===== src/rtl/stack_pkg.sv =====
// Shared encodings and default limits for the stack sequencer.
package stack_pkg;

    localparam logic [2:0] OP_PUSH = 3'd0;
    localparam logic [2:0] OP_POP  = 3'd1;
    localparam logic [2:0] OP_CALL = 3'd2;
    localparam logic [2:0] OP_RET  = 3'd3;
    localparam logic [2:0] OP_INT  = 3'd4;
    localparam logic [2:0] OP_RTI  = 3'd5;

    localparam logic SP_DEC = 1'b0;
    localparam logic SP_INC = 1'b1;

    localparam logic [7:0] STACK_TOP_DEF   = 8'hFE;
    localparam logic [7:0] STACK_LIMIT_DEF = 8'h80;
    localparam logic [7:0] INT_VECTOR_DEF  = 8'h02;

    typedef enum logic [2:0] {
        StIdle,
        StCheck,
        StPushWr,
        StPopInc,
        StPopRd,
        StFinish,
        StDone
    } state_e;

    function automatic logic is_push_op(input logic [2:0] op);
        return (op == OP_PUSH) || (op == OP_CALL) || (op == OP_INT);
    endfunction

    function automatic logic is_pop_op(input logic [2:0] op);
        return (op == OP_POP) || (op == OP_RET) || (op == OP_RTI);
    endfunction

endpackage


===== src/rtl/stack_sequencer.sv =====
// Multi-cycle sequencer for PUSH/POP/CALL/RET/INT/RTI: drives SP strobes, the data-memory
// port, POP writeback and PC/flag load strobes.
module stack_sequencer
    import stack_pkg::*;
#(
    parameter logic [7:0] STACK_TOP   = STACK_TOP_DEF,
    parameter logic [7:0] STACK_LIMIT = STACK_LIMIT_DEF,
    parameter logic [7:0] INT_VECTOR  = INT_VECTOR_DEF
) (
    input  logic       clk,
    input  logic       rst,
    input  logic       start,
    input  logic [2:0] op,
    input  logic [7:0] push_data,
    input  logic [1:0] pop_dest,
    input  logic [7:0] ret_pc,
    input  logic [7:0] call_target,
    input  logic [3:0] flags_in,
    input  logic [7:0] raw_sp,
    input  logic [7:0] mem_rdata,
    input  logic       mem_ready,
    output logic       busy,
    output logic       done,
    output logic       err,
    output logic       sp_en,
    output logic       sp_op,
    output logic [7:0] mem_addr,
    output logic [7:0] mem_wdata,
    output logic       mem_we,
    output logic       mem_re,
    output logic       rf_wr_en,
    output logic [1:0] rf_wr_addr,
    output logic [7:0] rf_wr_data,
    output logic       pc_load,
    output logic [7:0] pc_value,
    output logic       flags_load,
    output logic [3:0] flags_value
);

    state_e     state_q, state_d;
    logic [2:0] op_q, op_d;
    logic [7:0] push_data_q, push_data_d;
    logic [1:0] pop_dest_q, pop_dest_d;
    logic [7:0] ret_pc_q, ret_pc_d;
    logic [7:0] call_target_q, call_target_d;
    logic [3:0] flags_in_q, flags_in_d;
    logic       second_q, second_d;
    logic       err_q, err_d;
    logic [7:0] pop_val_q, pop_val_d;
    logic [3:0] pop_flags_q, pop_flags_d;

    always_comb begin
        state_d       = state_q;
        op_d          = op_q;
        push_data_d   = push_data_q;
        pop_dest_d    = pop_dest_q;
        ret_pc_d      = ret_pc_q;
        call_target_d = call_target_q;
        flags_in_d    = flags_in_q;
        second_d      = second_q;
        err_d         = err_q;
        pop_val_d     = pop_val_q;
        pop_flags_d   = pop_flags_q;
        case (state_q)
            StIdle: begin
                if (start) begin
                    op_d          = op;
                    push_data_d   = push_data;
                    pop_dest_d    = pop_dest;
                    ret_pc_d      = ret_pc;
                    call_target_d = call_target;
                    flags_in_d    = flags_in;
                    second_d      = 1'b0;
                    err_d         = 1'b0;
                    state_d       = StCheck;
                end
            end
            StCheck: begin
                // Errors still pass through FINISH (with no strobes) before DONE.
                if ((is_push_op(op_q) && raw_sp == STACK_LIMIT) ||
                    (is_pop_op(op_q) && raw_sp == STACK_TOP) ||
                    (!is_push_op(op_q) && !is_pop_op(op_q))) begin
                    err_d   = 1'b1;
                    state_d = StFinish;
                end else if (is_push_op(op_q)) begin
                    state_d = StPushWr;
                end else begin
                    state_d = StPopInc;
                end
            end
            StPushWr: begin
                if (mem_ready) begin
                    if (op_q == OP_INT && !second_q) begin
                        second_d = 1'b1;
                        state_d  = StCheck;
                    end else begin
                        state_d = StFinish;
                    end
                end
            end
            StPopInc: state_d = StPopRd;
            StPopRd: begin
                if (mem_ready) begin
                    if (op_q == OP_RTI && !second_q) begin
                        pop_flags_d = mem_rdata[3:0];
                        second_d    = 1'b1;
                        state_d     = StCheck;
                    end else begin
                        pop_val_d = mem_rdata;
                        state_d   = StFinish;
                    end
                end
            end
            StFinish: state_d = StDone;
            StDone:   state_d = StIdle;
            default:  state_d = StIdle;
        endcase
    end

    always_comb begin
        busy        = (state_q != StIdle);
        done        = 1'b0;
        err         = 1'b0;
        sp_en       = 1'b0;
        sp_op       = SP_DEC;
        mem_addr    = 8'h00;
        mem_wdata   = 8'h00;
        mem_we      = 1'b0;
        mem_re      = 1'b0;
        rf_wr_en    = 1'b0;
        rf_wr_addr  = 2'd0;
        rf_wr_data  = 8'h00;
        pc_load     = 1'b0;
        pc_value    = 8'h00;
        flags_load  = 1'b0;
        flags_value = 4'h0;
        case (state_q)
            StPushWr: begin
                mem_we   = 1'b1;
                mem_addr = raw_sp;
                if (op_q == OP_PUSH) begin
                    mem_wdata = push_data_q;
                end else if (second_q) begin
                    mem_wdata = {4'h0, flags_in_q};
                end else begin
                    mem_wdata = ret_pc_q;
                end
                // SP decrements on the same edge that completes the write.
                sp_en = mem_ready;
                sp_op = SP_DEC;
            end
            StPopInc: begin
                sp_en = 1'b1;
                sp_op = SP_INC;
            end
            StPopRd: begin
                mem_re   = 1'b1;
                mem_addr = raw_sp;
            end
            StFinish: begin
                if (!err_q) begin
                    case (op_q)
                        OP_POP: begin
                            rf_wr_en   = 1'b1;
                            rf_wr_addr = pop_dest_q;
                            rf_wr_data = pop_val_q;
                        end
                        OP_CALL: begin
                            pc_load  = 1'b1;
                            pc_value = call_target_q;
                        end
                        OP_INT: begin
                            pc_load  = 1'b1;
                            pc_value = INT_VECTOR;
                        end
                        OP_RET: begin
                            pc_load  = 1'b1;
                            pc_value = pop_val_q;
                        end
                        OP_RTI: begin
                            pc_load     = 1'b1;
                            pc_value    = pop_val_q;
                            flags_load  = 1'b1;
                            flags_value = pop_flags_q;
                        end
                        default: ;
                    endcase
                end
            end
            StDone: begin
                done = 1'b1;
                err  = err_q;
            end
            default: ;
        endcase
    end

    always_ff @(posedge clk or posedge rst) begin
        if (rst) begin
            state_q       <= StIdle;
            op_q          <= 3'd0;
            push_data_q   <= 8'h00;
            pop_dest_q    <= 2'd0;
            ret_pc_q      <= 8'h00;
            call_target_q <= 8'h00;
            flags_in_q    <= 4'h0;
            second_q      <= 1'b0;
            err_q         <= 1'b0;
            pop_val_q     <= 8'h00;
            pop_flags_q   <= 4'h0;
        end else begin
            state_q       <= state_d;
            op_q          <= op_d;
            push_data_q   <= push_data_d;
            pop_dest_q    <= pop_dest_d;
            ret_pc_q      <= ret_pc_d;
            call_target_q <= call_target_d;
            flags_in_q    <= flags_in_d;
            second_q      <= second_d;
            err_q         <= err_d;
            pop_val_q     <= pop_val_d;
            pop_flags_q   <= pop_flags_d;
        end
    end

endmodule

===== config.mk =====
export PLATFORM = sky130hd
export DESIGN_NAME = stack_sequencer
export DESIGN_NICKNAME = d
export VERILOG_FILES = /design/src/rtl/stack_pkg.sv /design/src/rtl/stack_sequencer.sv
export SDC_FILE = /design/constraint.sdc
export NUM_CORES = 1
export LEC_CHECK = 0
export BUFFER_PORTS_ARGS = -buffer_cell sky130_fd_sc_hd__buf_2
export CAP_MARGIN = 10
export CORE_MARGIN = 1
export CORE_UTILIZATION = 50
export CTS_CLUSTER_DIAMETER = 80
export CTS_CLUSTER_SIZE = 28
export DETAILED_ROUTE_END_ITERATION = 7
export GPL_TIMING_DRIVEN = 0
export PLACE_DENSITY = 0.84
export SYNTH_ARGS = -nofsm -noshare
export SYNTH_HDL_FRONTEND = slang
export SYNTH_SLANG_ARGS = --single-unit

===== constraint.sdc =====
create_clock -name clk -period 1.69 [get_ports clk]
set_input_delay 0.338 -clock clk [delete_from_list [all_inputs] [get_ports clk]]
set_output_delay 0.338 -clock clk [all_outputs]
set_load 0.01 [all_outputs]

==> results of run 1 <==
worst paths after layout:
| path | end | start | cells past startpoint | slack (ns) |
|---|---|---|---|---|
| max | mem_wdata[5] | op_q[1]$_DFFE_PP0P_ | 6 | -0.42 |
| min | ret_pc_q[1]$_DFFE_PP0P_ | ret_pc[1] | 3 | 0.21 |
| max reg2reg | state_q[2]$_DFFE_PP0P_ | state_q[1]$_DFFE_PP0P_ | 9 | -0.16 |
| min reg2reg | ret_pc_q[1]$_DFFE_PP0P_ | ret_pc_q[1]$_DFFE_PP0P_ | 2 | 0.48 |
| max in group asynchronous | state_q[2]$_DFFE_PP0P_ | rst | 4 | 0.62 |
| min in group asynchronous | ret_pc_q[2]$_DFFE_PP0P_ | rst | 3 | 0.53 |
cells in the mapped netlist, drive strengths merged (2+ instances only):
cell type,number,area (um^2)
clkbuf,7,26.3
nor2,15,56.3
nand2b,4,25.0
nor4,2,12.5
buf,12,60.1
a21oi,6,30.0
nor2b,4,25.0
o21ai,5,25.0
and2,27,169
nand3b,6,57.6
mux2,18,233
nor3,5,41.3
mux2i,5,50.1
a22oi,6,45.0
dfrtp,50,1250
nand2,106,398
a211oi,4,30.0
nand3,4,25.0
inv,6,22.5
o21a,2,15.0
cells by family (layout without fill, tap and decap cells):
kind of cell | after synthesis | count (layout) | synth area share
AO/OA/AOI/OAI | 30 | 30 | 0.0740
XOR/XNOR | 2 | 2 | 0.00636
adder cells (fa/ha/maj) | 1 | 1 | 0.00454
buffers and inverters | 25 | 171 | 0.0395
flip-flops | 50 | 50 | 0.454
multiplexers | 23 | 23 | 0.103
AND/OR/NAND/NOR | 181 | 181 | 0.319
worst max-delay path: cells and delay by family, from the launching register on:
family | cells | cell delay (ns)
DFF | 1 | 0.42
buffers and inverters | 3 | 0.42
AOI/OAI and AO/OA | 1 | 0.17
and+or+nand+nor | 2 | 0.46
cell type report:
cell class | instances | area, um^2
sequential | 50 | 1250
clock inverter | 2 | 16.3
buffer | 17 | 194
tap | 70 | 87.6
inverter | 6 | 27.5
fill | 229 | 766
timing repair buffer | 140 | 1040
clock buffer | 6 | 82.6
multi-input combinational | 237 | 1740
metrics by stage:
step	instance area [um^2]	hold slack [ns]	instances	TNS (ns)	setup WS, ns
2_1_floorplan	2760	0.437	312	-0.262	-0.0654
3_3_place_gp	3340	0.450	481	-26.45	-0.449
3_5_place_dp	3360	0.322	482	-5.08	-0.288
4_1_cts	3970	0.206	515	-12.38	-0.337
5_1_grt	4440	0.203	528	-22.18	-0.508
6_report	4440	0.208	528	-17.14	-0.421
layer usage:
layer / up-vias / GRT usage
met5: - / 0
met4: 0 / 0.144
met3: 61 / 0.0503
met2: 194 / 0.516
met1: 1454 / 0.365
li1: 1320 / -
flip-flops by register name (all words and copies together), names as in the netlist:
signal and count:
ret_pc_q 8, second_q 1, flags_in_q 4, err_q 1, state_q 3, call_target_q 8, pop_dest_q 2, push_data_q 8
pop_val_q 8, pop_flags_q 4, op_q 3
what timing repair did:
item | CTS | global route
gates cloned | 3 | 2
setup endpoints to repair | 52 | 94
pin swaps | 26 | 27
endpoints found under the hold margin | 15 | 0
resized for setup | 84 | 104
setup buffers | 22 | 15
hold buffers | 1 | 0
power groups by stage:
stage          Combinational [W]  Clock, W  Sequential, W
2_1_floorplan            0.00198         0        0.00203
3_3_place_gp             0.00252         0        0.00213
3_5_place_dp             0.00260         0        0.00216
4_1_cts                  0.00353  0.000763        0.00215
5_1_grt                  0.00496  0.000828        0.00231
6_report                 0.00467  0.000764        0.00229
==> impl_metrics.env, run 1 <==
export IMPL_h_tree_depth=2
export IMPL_status="finished with violations"
export IMPL_port_buffers=99
export IMPL_core_um2=5200
export IMPL_p_switching_w=0.00330
export IMPL_worstPathMaxFanout=4
export IMPL_vdd_drop_max_mv=0.863
export IMPL_dieArea_um2=5810
export IMPL_cts_tree="built"
export IMPL_start_util=0.529
export IMPL_cts_buffer_depth=2
export IMPL_antenna_found_initial=0
export IMPL_viasPerCell=5.74
export IMPL_ios=101
export IMPL_p_seq_frac=0.296
export IMPL_max_cap_violations=0
export IMPL_synth_area_um2=2760
export IMPL_hold_viol=0
export IMPL_drt_wl_total_um=10500
export IMPL_ant_nets=0
export IMPL_grt_max_degree=36
export IMPL_synth_edff_count=0
export IMPL_drv_slew=0
export IMPL_worstSetupStartpointType="flop"
export IMPL_vias=3029
export IMPL_rows=26
export IMPL_top_layer_used="met4"
export IMPL_syn_avg_cell_area_um2=8.83
export IMPL_p_leak_nw=2.30
export IMPL_period_share=1.25
export IMPL_violations="setup timing"
export IMPL_final_nets=511
export IMPL_seq_area_frac_synth=0.454
export IMPL_end_kind="output port"
export IMPL_post_route_drc_count=0
export IMPL_fmax_mhz=474
export IMPL_gr_usage_all_layers=0.300
export IMPL_grt_setup_unrepaired="yes"
export IMPL_setup_viol=82
export IMPL_utilization=0.853
export IMPL_timing_slew_headroom=0.671
export IMPL_worst_slack_ns=-0.421
export IMPL_gp_congestion=0.874
export IMPL_clk_latency_ns=0.31
export IMPL_grt_overflow_total=0
export IMPL_grt_pass1_wl_um=13800
export IMPL_syn_to_final_growth_pct=61.1
export IMPL_ys_async_sr_fraction=1.00
export IMPL_swShare=0.428
export IMPL_synthCells=312
export IMPL_mostFrequentLayoutCell="nand2_1"
export IMPL_wl_met3_um=720
export IMPL_diodes=0
export IMPL_required_ns=1.35
export IMPL_ctsRootBufferMaster="clkbuf_8"
export IMPL_fp_dieW_um=76.2
export IMPL_wl_met2_um=5050
export IMPL_dpl_hpwl_um=5030
export IMPL_synth_fp_nets=366
export IMPL_synth_seq_cells=50
export IMPL_cts_made_buffers=5
export IMPL_total_power_w=0.00772
export IMPL_ys_flop_type="dfrtp_1"
export IMPL_tightest_slew_ns=0.494
export IMPL_path_class="flop to output port"
export IMPL_grt_pass1_vias=2847
export IMPL_p_per_area_nw_per_um2=1740
export IMPL_clkTransAtPathRegs_ns=0.10
export IMPL_die_h_um=76.2
export IMPL_slowest_stage="dfrtp_1"
export IMPL_clock_skew_ns=0.0115
export IMPL_synth_distinct_cells=47
export IMPL_synth_yosys_warnings=0
export IMPL_final_cell_mix="87 x nand2_1, 83 x buf_2, 47 x dfrtp_1, 44 x buf_6, 19 x buf_4"
export IMPL_pwr_share_clk=0.099
export IMPL_p_int_w=0.00441
export IMPL_period_needed_ns=2.11
export IMPL_clock_sinks=50
export IMPL_met1_length_um=4090
export IMPL_pwr_share_comb=0.605
export IMPL_worst_ep_arrival_time_ns=1.77
export IMPL_drt_pass1_iter_count=6
export IMPL_slowest_delay_ns=0.42
export IMPL_crit_chain="buf_6 > buf_4 > nor3_4 > nand2_1 > a21oi_2 > buf_2"
export IMPL_wl_per_cell_um=19.9
export IMPL_min_path_type="primary input to flop"
export IMPL_drt_iter0_markers=242
export IMPL_drive_gt1_frac=0.557
Note: power is estimated with default switching activity, not from simulation.
==> inputs of run 2 (changes only) <==
REMOVE_ABC_BUFFERS = 1   (was not set)
clock period = 2.2 ns   (was 1.69 ns; I/O delays follow)
==> run 2 against run 1 <==
The run now ends clean. Clock power increased by 4.3%. Non-clock buffer count decreased by 39. Sequential power fell by 24%. Clock skew decreased by 0.0066 ns. Worst setup slack improved by 0.49 ns. Critical path depth down 1. First-iteration DRC count down 50%. Routed wire length decreased by 36%. Total power decreased by 40%. Flip-flop and latch count unchanged. Die area unchanged. Critical path type unchanged. Largest cell class unchanged.
==> impl_metrics.env, run 2 (same netlist as run 1, synthesis figures left out) <==
export IMPL_h_tree_depth=2
export IMPL_path_class="flop to output port"
export IMPL_fp_dieW_um=76.2
export IMPL_vdd_drop_max_mv=0.620
export IMPL_clock_skew_ns=0.00488
export IMPL_mostFrequentLayoutCell="nand2_1"
export IMPL_final_nets=473
export IMPL_status="completed"
export IMPL_syn_to_final_growth_pct=31.7
export IMPL_ctsRootBufferMaster="clkbuf_8"
export IMPL_drt_wl_total_um=6670
export IMPL_die_h_um=76.2
export IMPL_p_per_area_nw_per_um2=1290
export IMPL_wl_per_cell_um=13.6
export IMPL_cts_buffer_depth=2
export IMPL_post_route_drc_count=0
export IMPL_hold_viol=0
export IMPL_min_path_type="primary input to asynchronous set/reset pin"
export IMPL_wl_met3_um=393
export IMPL_start_util=0.529
export IMPL_final_cell_mix="104 x nand2_1, 101 x buf_2, 44 x dfrtp_1, 26 x and2_1, 15 x buf_4"
export IMPL_fmax_mhz=469
export IMPL_drt_iter0_markers=121
export IMPL_dieArea_um2=5810
export IMPL_worstPathMaxFanout=7
export IMPL_gr_usage_all_layers=0.230
export IMPL_vias=2536
export IMPL_max_cap_violations=0
export IMPL_worstSetupStartpointType="flop"
export IMPL_drt_pass1_iter_count=4
export IMPL_setup_viol=0
export IMPL_drive_gt1_frac=0.395
export IMPL_ios=101
export IMPL_wl_met2_um=3240
export IMPL_period_needed_ns=2.13
export IMPL_rows=26
export IMPL_worst_path_buf_inv=1
export IMPL_grt_overflow_total=0
export IMPL_end_kind="output port"
export IMPL_worst_ep_arrival_time_ns=1.69
export IMPL_drv_slew=0
export IMPL_port_buffers=100
export IMPL_fillers=429
export IMPL_crit_family="simple AND/OR/NAND/NOR gates"
export IMPL_cts_made_buffers=5
export IMPL_p_leak_nw=1.98
export IMPL_instances_no_fill=490
export IMPL_grt_pass1_wl_um=10700
export IMPL_utilization=0.697
export IMPL_crit_chain="and4bb_2 > nand2_2 > nor2_4 > and2_1 > buf_2"
export IMPL_dpl_hpwl_um=4610
export IMPL_top_layer_used="met4"
export IMPL_slowest_delay_ns=0.46
export IMPL_grt_pass1_vias=2329
export IMPL_diodes=0
export IMPL_clk_latency_ns=0.31
export IMPL_grt_max_degree=36
export IMPL_ant_nets=0
export IMPL_viasPerCell=5.18
export IMPL_clock_sinks=50
export IMPL_timing_slew_headroom=0.558
export IMPL_required_ns=1.76
export IMPL_clkTransAtPathRegs_ns=0.09
export IMPL_gp_congestion=0.828
export IMPL_met1_length_um=2870
export IMPL_core_um2=5200
export IMPL_tightest_slew_ns=0.661
export IMPL_dp_cells=464
export IMPL_period_share=0.969
export IMPL_cts_tree="built"
export IMPL_antenna_found_initial=0
export IMPL_slowest_stage="dfrtp_2"
run 2: per-stage QoR:
stage / power [W] / worst slack (ns) / hold WS [ns] / setup TNS (ns) / area [um^2]
floorplan: 0.00298 / 0.314 / 0.437 / 0 / 2670
global placement: 0.00346 / -0.0525 / 0.449 / -2.06 / 3260
detailed placement: 0.00354 / -0.0697 / 0.456 / -0.538 / 3280
CTS: 0.00441 / -0.0121 / 0.190 / -0.0178 / 3460
global route: 0.00501 / -0.00648 / 0.214 / -0.00679 / 3630
finish: 0.00466 / 0.0673 / 0.170 / 0 / 3630
run 2: power by group:
| part | internal (W) | leakage, nW | switching, W |
|---|---|---|---|
| sequential | 0.00136 | 0.618 | 0.000369 |
| combinational | 0.00105 | 1.29 | 0.00109 |
| clock | 0.000485 | 0.0714 | 0.000312 |
| total | 0.00289 | 1.98 | 0.00177 |
run 2: worst register-to-register path: stages, from the launching register on:
cell	delay, ns
dfrtp_2	0.45
buf_4	0.17
nor3_1	0.31
nand2_2	0.46
a22o_1	0.38
run 2: final timing paths:
kind / from / endpoint / slack [ns] / cells after the start
max reg2reg: state_q[0]$_DFFE_PP0P_ / err_q$_DFFE_PP0P_ / 0.33 / 4
max in group asynchronous: rst / op_q[0]$_DFFE_PP0P_ / 1.50 / 3
max: state_q[1]$_DFFE_PP0P_ / rf_wr_data[0] / 0.07 / 5
min: rst / push_data_q[1]$_DFFE_PP0P_ / 0.17 / 2
min reg2reg: call_target_q[0]$_DFFE_PP0P_ / call_target_q[0]$_DFFE_PP0P_ / 0.48 / 2
min in group clk: ret_pc[5] / ret_pc_q[5]$_DFFE_PP0P_ / 0.32 / 3
run 2: metal layers:
| metal | GRT usage | vias up |
|---|---|---|
| met2 | 0.385 | 90 |
| met4 | 0.0846 | 0 |
| met1 | 0.293 | 1187 |
| met3 | 0.0503 | 18 |
| li1 | - | 1241 |
| met5 | 0 | - |
run 2: layout make-up:
type                       count  area, um^2  share of cell area
clock buffer                   6        82.6              0.0228
clock inverter                 2        60.1              0.0166
inverter                       6        22.5             0.00621
multi-input combinational    238        1450               0.400
sequential                    50        1260               0.347
tap                           70        87.6              0.0241
timing repair buffer         118         666               0.184
run 2: what timing repair did:
| item | 4_1_cts | 5_1_grt |
|---|---|---|
| gates cloned | 0 | 1 |
| setup endpoints to repair | 39 | 72 |
| setup buffers | 2 | 14 |
| pin swaps | 2 | 0 |
| resized for setup | 12 | 9 |
| hold buffers | 0 | 0 |
